## config.mk

```make
export PLATFORM = sky130hd
export DESIGN_NAME = key_repeat
export DESIGN_NICKNAME = d
export VERILOG_FILES = /design/src/rtl/key_repeat.sv
export SDC_FILE = /design/constraint.sdc
export NUM_CORES = 1
export LEC_CHECK = 0
export ABC_CLOCK_PERIOD_IN_PS = 3000
export CORE_UTILIZATION = 58
export CTS_CLUSTER_SIZE = 20
export DETAILED_ROUTE_END_ITERATION = 10
export PLACE_DENSITY = 0.84
export SKIP_LAST_GASP = 1
export SLEW_MARGIN = 20
export SYNTH_ARGS = -nofsm -noshare
export SYNTH_HDL_FRONTEND = slang
export SYNTH_SLANG_ARGS = --single-unit
```

## constraint.sdc

```tcl
create_clock -name frame_clk -period 3 [get_ports frame_clk]
set_input_delay 0.45 -clock frame_clk [delete_from_list [all_inputs] [get_ports frame_clk]]
set_output_delay 0.45 -clock frame_clk [all_outputs]
set_load 0.01 [all_outputs]
```

## src/rtl/key_repeat.sv

```systemverilog
// key_repeat: turns a raw per-frame USB keycode into one-cycle key events.
// Arrows and backspace auto-repeat after HOLD_DELAY frames, then every
// REPEAT_PERIOD frames. Letters fire once per press. Everything else is ignored.
//
// Ports
//   frame_clk   : sole clock; all state updates on its rising edge
//   Reset       : synchronous, active-high reset
//   keycode_in  : raw keycode, sampled every edge (8'h00 = no key)
//   keycode_out : event keycode, nonzero for one cycle per event, else 8'h00
//   key_valid   : high exactly when keycode_out is nonzero
//   repeating   : high while the FSM is in REPEAT
module key_repeat #(
    parameter int unsigned HOLD_DELAY    = 30,
    parameter int unsigned REPEAT_PERIOD = 6
) (
    input  logic       frame_clk,
    input  logic       Reset,
    input  logic [7:0] keycode_in,
    output logic [7:0] keycode_out,
    output logic       key_valid,
    output logic       repeating
);

    localparam int unsigned KEY_W = 8;
    localparam int unsigned CNT_W = 8;

    localparam logic [CNT_W-1:0] HOLD_CNT   = CNT_W'(HOLD_DELAY);
    localparam logic [CNT_W-1:0] REPEAT_CNT = CNT_W'(REPEAT_PERIOD);

    typedef enum logic [1:0] {
        ST_IDLE,
        ST_HELD,
        ST_REPEAT,
        ST_LATCHED
    } state_t;

    typedef enum logic [1:0] {
        KC_IGNORE,
        KC_REPEAT,
        KC_SINGLE
    } key_class_t;

    state_t           r_state;
    logic [CNT_W-1:0] r_cnt;
    logic [KEY_W-1:0] r_key;
    logic [KEY_W-1:0] r_keycode_out;
    logic             r_key_valid;
    logic             r_repeating;

    state_t           w_state_nxt;
    logic [CNT_W-1:0] w_cnt_nxt;
    logic [KEY_W-1:0] w_key_nxt;
    logic             w_pulse;
    key_class_t       w_class;

    // Key classification of the current sample.
    always_comb begin
        w_class = KC_IGNORE;
        if ((keycode_in >= 8'h4F && keycode_in <= 8'h52) || keycode_in == 8'h2A) begin
            w_class = KC_REPEAT;
        end else if (keycode_in >= 8'h04 && keycode_in <= 8'h1D) begin
            w_class = KC_SINGLE;
        end
    end

    // State, counter and stored key registers.
    always_ff @(posedge frame_clk) begin
        if (Reset) begin
            r_state       <= ST_IDLE;
            r_cnt         <= '0;
            r_key         <= '0;
            r_keycode_out <= '0;
            r_key_valid   <= 1'b0;
            r_repeating   <= 1'b0;
        end else begin
            r_state       <= w_state_nxt;
            r_cnt         <= w_cnt_nxt;
            r_key         <= w_key_nxt;
            r_keycode_out <= w_pulse ? keycode_in : '0;
            r_key_valid   <= w_pulse;
            r_repeating   <= (w_state_nxt == ST_REPEAT);
        end
    end

    // Next-state and pulse decision.
    always_comb begin
        w_state_nxt = r_state;
        w_cnt_nxt   = r_cnt;
        w_key_nxt   = r_key;
        w_pulse     = 1'b0;

        if (w_class == KC_IGNORE) begin
            // Release or unsupported key always drops back to IDLE silently.
            w_state_nxt = ST_IDLE;
            w_cnt_nxt   = '0;
            w_key_nxt   = '0;
        end else if (r_state == ST_IDLE || keycode_in != r_key) begin
            // New press, including a direct switch to a different key.
            w_pulse   = 1'b1;
            w_key_nxt = keycode_in;
            if (w_class == KC_REPEAT) begin
                w_state_nxt = ST_HELD;
                w_cnt_nxt   = CNT_W'(1);
            end else begin
                w_state_nxt = ST_LATCHED;
                w_cnt_nxt   = '0;
            end
        end else begin
            // Same key still held.
            case (r_state)
                ST_HELD: begin
                    if (r_cnt == HOLD_CNT) begin
                        w_pulse     = 1'b1;
                        w_cnt_nxt   = CNT_W'(1);
                        w_state_nxt = ST_REPEAT;
                    end else begin
                        w_cnt_nxt = r_cnt + CNT_W'(1);
                    end
                end
                ST_REPEAT: begin
                    if (r_cnt == REPEAT_CNT) begin
                        w_pulse   = 1'b1;
                        w_cnt_nxt = CNT_W'(1);
                    end else begin
                        w_cnt_nxt = r_cnt + CNT_W'(1);
                    end
                end
                ST_LATCHED: begin
                    w_state_nxt = ST_LATCHED;
                end
                default: begin
                    w_state_nxt = ST_IDLE;
                    w_cnt_nxt   = '0;
                    w_key_nxt   = '0;
                end
            endcase
        end
    end

    assign keycode_out = r_keycode_out;
    assign key_valid   = r_key_valid;
    assign repeating   = r_repeating;

endmodule
```

==> summary.md, run 1 <==
| Metric | Value |
|---|---|
| Synth area leaders | sky130_fd_sc_hd__dfxtp_1 (38%), sky130_fd_sc_hd__ha_1 (7.7%), sky130_fd_sc_hd__a21oi_1 (4.8%) |
| Clk sink count | 28 |
| Hold buffer count at CTS | 0 |
| Shortest period the worst path allows | 2410 ps |
| CTS H-tree lvls | 1 |
| Maximum number of buffers from clock root to sink | 2 |
| Total power | between 0.5 and 0.6 mW |
| Total count of max-transition violations in the final report | 0 |
| Post-synthesis instance area | 1460 um^2 |
| Antenna violations before repair | 0 |
| Post-Syn Area per Cell | around 9 um^2 |
| Area overhead of the layout relative to synthesis | 16.4% |
| Crit share post-route | 80.4% |
| Element type at the critical path end | flip-flop |
| Reported leakage power | 0.579 nW |
| Placer's final routability congestion estimate | between 0.8 and 0.9 |
| Yosys cell types | 41 |
| Width of the die | ~52 um |
| Comb pwr share | 9.8% |
| Clock-pin slew of the registers on the worst-case setup and hold paths | roughly 140 ps |
| Effective utilization at floorplan | 63.7% |
| Synth warnings | 0 |
| Cell area power density | 344 nW/um^2 |
| Fraction of power spent switching nets | a little under a quarter |
| Total Nets Final | 202 |
| Post-synthesis sequential area ratio | about two fifths |
| Total global routing overflow | 0 |
| Min-Delay Path Class | flip-flop to flip-flop |
| Largest driver fanout on the critical path | 14 |
| Overall track demand over capacity in global routing | ~25% |
| Post-layout util | 74.2% |
| Skew-Pair Late Insertion Delay | 320 ps |
| CP max stage delay | 600 ps |
| # DRC | 0 |
| Antenna diodes | 0 |
| Async set-reset flop share out of synthesis | 0% |
| Top flip-flop cell by instance count after synthesis | sky130_fd_sc_hd__dfxtp_1 |
| Worst clock skew | 5.81 ps |
| Number of placement rows | 17 |
| Via count | 1,261 |
| Final TNS setup | 0 ps |
| Worst Tran Pin Value | around 540 ps |
| Die area | 2730 um^2 |
| Critical path type | input port to flip-flop |
| Number of I/O port buffers | 19 |
| Required time of the critical path | 3270 ps |
| Synthesized flop and latch total | 28 |
| Violation count after the first detailed-route iteration | 26 |
| First-pass GRT wire length | slightly below 5000 um |
| Via count of the first global-routing pass | 1,098 |
| Hold Vio Cnt, Final | 0 |
| Top cells by count, synth | sky130_fd_sc_hd__dfxtp_1 (28), sky130_fd_sc_hd__a21oi_1 (14), sky130_fd_sc_hd__nand2_1 (13) |
| Run status | completed |
| Placed wire-length estimate | 2280 um |
| Series of cell instances along the critical path | clkdlybuf4s50_1, or4b_1, a211o_1, a311o_4, a21oi_4, and2_1 |
| Dominant cell by count in the synthesized netlist | sky130_fd_sc_hd__dfxtp_1 |
| Clock power frac | 25.6% |
| Post-Synthesis Cells | 160 |
| Seq pwr share | 64.6% |
| Maximum number of pins on one net before global-route repair | 15 |
| Smallest hold slack | 510 ps |
| CTS tree | built |
| Max-capacitance violation count | 0 |
| Quantity of gates resized following cts | 0 |
| WL per Instance | 14.5 um |
| CP Data Arrival Time | 2680 ps |
| Cell type contributing the most total cell area after synthesis | sky130_fd_sc_hd__dfxtp_1 |
| Number of placed I/O pins | 20 |
| Fraction of synthesized cell area taken by the top area cell type | 38.3% |
| Final design area excluding fillers | 1700 um^2 |
| Number of antenna-violating nets in the routed design | 0 |
| Crit-path slowest cell | sky130_fd_sc_hd__clkdlybuf4s50_1 |
| Number of synthesized flops with an enable pin | 0 |
| Number of buffers inserted during clock tree synthesis | 3 |
| Design internal power | 0.453 mW |
| Maximum frequency from static timing analysis | 0.415 GHz |
| Net load switching power | roughly 0.13 mW |
| Total wire length | 3030 um |
| Drt via density | 6.03 |
| Final Setup Violations | 0 |
| Number of buffers inserted by post-CTS setup repair | 0 |
| CTS root buffer | sky130_fd_sc_hd__clkbuf_4 |
| Worst supply voltage drop on vdd | 0.279 mV |
| First-pass iteration count of the detailed router | 4 |
| Setup repair after global routing missed its margin | false |
| Max transition margin | between 60 and 70% |
| Vertical die dimension | 52.2 um |
| Layout cell share with drive strength beyond 1 | ~7.7% |
| Core Area | 2300 um^2 |
| Category of the worst setup path launch point | input port |
| Standard cell area after detailed placement | 1680 um^2 |
==> power by group through the flow <==
stage / clock (mW) / sequential [mW] / combinational (mW)
final: 0.150 / 0.379 / 0.0574
after floorplan: 0 / 0.388 / 0.0277
after global placement: 0 / 0.387 / 0.0550
after global routing: 0.164 / 0.380 / 0.0627
after CTS: 0.154 / 0.379 / 0.0570
after detailed placement: 0 / 0.388 / 0.0567
==> critical path, delay by kind of cell <==
kind	cells	cell delay [ps]
compound gates	3	1020
buf+inv	1	600
simple gates	2	610
==> cells in the final DEF (no fill, tap or decap), drive strengths merged <==
cell type,count
dfxtp,28
clkdlybuf4s50,19
a21oi,15
nand2,13
and2,9
ha,9
xnor2,8
nand3b,8
nand3,6
o21ai,6
or3,6
inv,5
nor2,5
nor3,5
nand4,3
a211oi,3
clkbuf,3
buf,3
nand4b,2
nor4,2
o21a,2
o31ai,2
or4,2
conb,2
a311oi,2
nand2b,1
and3,1
a22o,1
or4b,1
a211o,1
a311o,1
o211ai,1
a22oi,1
a21o,1
a31oi,1
a41o,1
o21ba,1
nor4b,1
==> final timing paths <==
check                     start  slack [ps]        endpoint  cells past startpoint
setup / recovery  keycode_in[5]         590  keycode_out[4]                      6
setup reg to reg     r_state[1]         910        r_cnt[0]                      6
hold reg to reg        r_cnt[7]         510        r_cnt[7]                      2
hold / removal         r_cnt[7]         510        r_cnt[7]                      2
==> final cells by class <==
class                      count  area (um^2)
clock buffer                   3         22.5
tap                           28         35.0
multi-input combinational    123          855
inverter                       5         18.8
timing repair buffer          22          213
sequential                    28          561
fill                         187          593
==> through the flow <==
stage / setup WS [ps] / cells
final: 588 / 209
after global routing: 521 / 209
after CTS: 611 / 209
after detailed placement: 270 / 206
after global placement: 307 / 206
after floorplan: 807 / 161
==> flip-flops by register name (all words and copies together) (netlist names) <==
| name | flops |
|---|---|
| r_state | 2 |
| r_key | 8 |
| r_cnt | 8 |
| key_valid | 1 |
| repeating | 1 |
| keycode_out | 8 |
==> cells by family (layout without fill, tap and decap cells) <==
group / after synthesis / after routing / share of synthesized area (%)
AND/OR/NAND/NOR: 65 / 65 / 26.2
other: 1 / 2 / 0.256
XOR/XNOR: 8 / 8 / 4.79
buffers and inverters: 10 / 30 / 3.59
flip-flops: 28 / 28 / 38.3
AO/OA/AOI/OAI: 39 / 39 / 19.1
adder cells (fa/ha/maj): 9 / 9 / 7.69
==> layer usage <==
layer	part of all wire, %	track usage (%)	vias up
met1	47	32.6	581
met3	6.0	4.64	9
met5	0	0	-
li1	-	-	621
met4	1.9	10.1	0
met2	45	40.4	50
(Power assumes the default switching activity.)
==> inputs of run 2 (changes only) <==
Settings changed: ABC_CLOCK_PERIOD_IN_PS 3000 to 2100, CORE_ASPECT_RATIO set to 0.5, CORE_UTILIZATION 58 to 48, PLACE_DENSITY 0.84 to 0.74.
Clock period 3 ns to 2.1 ns, I/O delays scaled along.
==> run 2 against run 1 <==
Die area increased by 20%. Clock skew decreased by 1.1 ps. Design area increased by 9.0%. Sequential power increased by 43%. Largest cell class unchanged. Routed wire length increased by 6.6%. Critical endpoint is now keycode_out[2]. Total power increased by 65%.
==> summary.md, run 2 (same netlist as run 1, synthesis figures left out) <==
| Metric | Value |
|---|---|
| Post-layout util | 67.9% (-6.2 points) |
| Category of the worst setup path launch point | input port |
| GR peak layer | met2 |
| Max-capacitance violation count | 0 (unchanged) |
| Violation count after the first detailed-route iteration | 38 (+46%) |
| # DRC | 0 (unchanged) |
| Worst supply voltage drop on vdd | 0.330 mV (+19%) |
| Antenna diodes | 0 (unchanged) |
| Overall track demand over capacity in global routing | 21.3% (-3.7 points) |
| Highest-count cells in the layout ignoring fill and taps | sky130_fd_sc_hd__dfxtp_1 (28), sky130_fd_sc_hd__clkdlybuf4s50_1 (15), sky130_fd_sc_hd__buf_4 (15), sky130_fd_sc_hd__a21oi_1 (14), sky130_fd_sc_hd__nand2_1 (13) |
| Via count | 1,288 (+2.1%) |
| Placer's final routability congestion estimate | 0.799 (-6.1%) |
| CP Data Arrival Time | 2190 ps (-490 ps) |
| Die area | 3290 um^2 (+20%) |
| Maximum number of pins on one net before global-route repair | 16 (+1) |
| Required time of the critical path | 2330 ps (-940 ps) |
| Launch point of the worst reg-to-reg path | r_state[0] |
| Terminus of the critical flop-to-flop path | repeating |
| Count of filler cells inserted in the layout | 230 (+23%) |
| Top delay family on crit path | compound AO/OA/AOI/OAI gates |
| Largest driver fanout on the critical path | 8 (-6) |
| Crit-path slowest cell | sky130_fd_sc_hd__clkdlybuf4s50_1 |
| Vertical die dimension | 41.1 um (-21%) |
| Critical path capture point | keycode_out[2] |
| Width of the die | 80.1 um (+53%) |
| Maximum frequency from static timing analysis | 0.511 GHz |
| Number of gates on the worst path with buffers counted | 6 (unchanged) |
| Setup repair after global routing missed its margin | false |
| Number of buffers inserted during clock tree synthesis | 3 (unchanged) |
| Critical path type | input port to flip-flop |
| Clk sink count | 28 (unchanged) |
| Post-placement setup slack | -383 ps (-653 ps) |
| Number of I/O port buffers | 19 (unchanged) |
| Final Setup Violations | 0 (unchanged) |
| Total power | 0.970 mW (+65%) |
| Routing usage on met2 | 37.8% (-2.6 points) |
| Run status | completed |
| Via count of the first global-routing pass | 1,110 (+1.1%) |
| WL per Instance | 14.0 um (-3.5%) |
| Core Area | 2730 um^2 (+19%) |
| Reported leakage power | 0.689 nW (+19%) |
| Skew-Pair Late Insertion Delay | 280 ps (-40 ps) |
| Total Nets Final | 214 (+5.9%) |
| Total global routing overflow | 0 (unchanged) |
| Crit share post-route | 93.3% |
| Number of antenna-violating nets in the routed design | 0 (unchanged) |
| Number of placed I/O pins | 20 (unchanged) |
| Total wire length | 3230 um (+6.6%) |
| Hold buffer count at CTS | 0 (unchanged) |
| Min-Delay Path Class | input port to flip-flop |
| Routing usage on met1 | 26.4% (-6.1 points) |
| GRT met3 Usage | 5.11% (+0.47 points) |
| Setup slack of the worst register-to-register path | 240 ps (-670 ps) |
| Most frequent standard cell in the layout excluding fill and tap cells | sky130_fd_sc_hd__dfxtp_1 |
| Start point of the worst min-delay path | keycode_in[6] |
| Worst Hold Depth | 3 (+1) |
| Clock-pin slew of the registers on the worst-case setup and hold paths | 100 ps (-40 ps) |
| Critical path startpoint | keycode_in[3] |
| CP max stage delay | 540 ps (-60 ps) |
| Layout cell share with drive strength beyond 1 | 14.9% (+7.2 points) |
| First-pass GRT wire length | 5090 um (+3.2%) |
| Cell area power density | 523 nW/um^2 (+52%) |
| CTS root buffer | sky130_fd_sc_hd__clkbuf_8 |
| Hold Vio Cnt, Final | 0 (unchanged) |
| CTS tree | built |
| Final worst-path setup slack | 142 ps (-446 ps) |
| Drt via density | 5.58 (-7.6%) |
| Shortest period the worst path allows | 1960 ps |
| CTS H-tree lvls | 1 (unchanged) |
| Antenna violations before repair | 0 (unchanged) |
| Number of placement rows | 13 (-4) |
| Maximum number of buffers from clock root to sink | 2 (unchanged) |
| Placed wire-length estimate | 2350 um (+3.3%) |
| FF-to-FF path depth | 7 (+1) |
| Effective utilization at floorplan | 53.6% (-10 points) |
| Buf+Inv Stages, Crit Path | 1 (unchanged) |
| Total count of max-transition violations in the final report | 0 (unchanged) |
| Area overhead of the layout relative to synthesis | 26.8% |
| First-pass iteration count of the detailed router | 4 (unchanged) |
| Series of cell instances along the critical path | clkdlybuf4s50_1, a211oi_1, nand4b_1, a311o_4, a21oi_4, and2_1 |
| Element type at the critical path end | flip-flop |
| Final TNS setup | 0 ps (unchanged) |
| Worst clock skew | 4.76 ps (-1.05 ps) |
==> run 2: per-stage QoR <==
| step | hold WS [ps] | cell area, um^2 | std cells |
|---|---|---|---|
| 2_1_floorplan | 437 | 1470 | 161 |
| 3_3_place_gp | 469 | 1760 | 224 |
| 3_5_place_dp | 480 | 1760 | 224 |
| 4_1_cts | 493 | 1830 | 229 |
| 5_1_grt | 439 | 1860 | 231 |
| 6_report | 430 | 1860 | 231 |
==> run 2: repair_timing <==
action / 4_1_cts / 5_1_grt
setup buffers: 1 / 2
resized for setup: 1 / 5
pin swaps: 2 / 4
endpoints found under the setup margin: 20 / 21
==> run 2: cell type report <==
cell class / count / area, um^2 / share of cell area (%)
multi-input cells: 123 / 863 / 46.5
flip-flops and latches: 28 / 561 / 30.2
repair buffers: 34 / 313 / 16.8
clock buffers: 4 / 55.1 / 2.96
well taps: 37 / 46.3 / 2.49
inverters: 5 / 18.8 / 1.01
==> run 2: how the worst min path moves through the flow <==
stage	end	slack, ps
after floorplan	keycode_out[0]	440
after global placement	r_cnt[7]	470
after detailed placement	r_cnt[7]	480
after CTS	r_cnt[7]	490
after global routing	keycode_out[6]	440
final	keycode_out[6]	430
==> run 2: routing by layer <==
metal	part of all wire (%)	up-vias
li1	-	647
met1	51	615
met2	46	24
met3	3.3	2
met4	0.43	0
met5	0	-
==> run 2: worst min-delay path, cell delays in order <==
cell                             delay (ps)
sky130_fd_sc_hd__dlymetal6s2s_1         100
sky130_fd_sc_hd__buf_4                  150
sky130_fd_sc_hd__and2_1                 120
==> run 2: where the power goes <==
| group | internal, mW | switching [mW] | leakage [nW] |
|---|---|---|---|
| logic | 0.0488 | 0.0423 | 0.434 |
| clock network | 0.168 | 0.170 | 0.0288 |
| registers | 0.537 | 0.00370 | 0.227 |
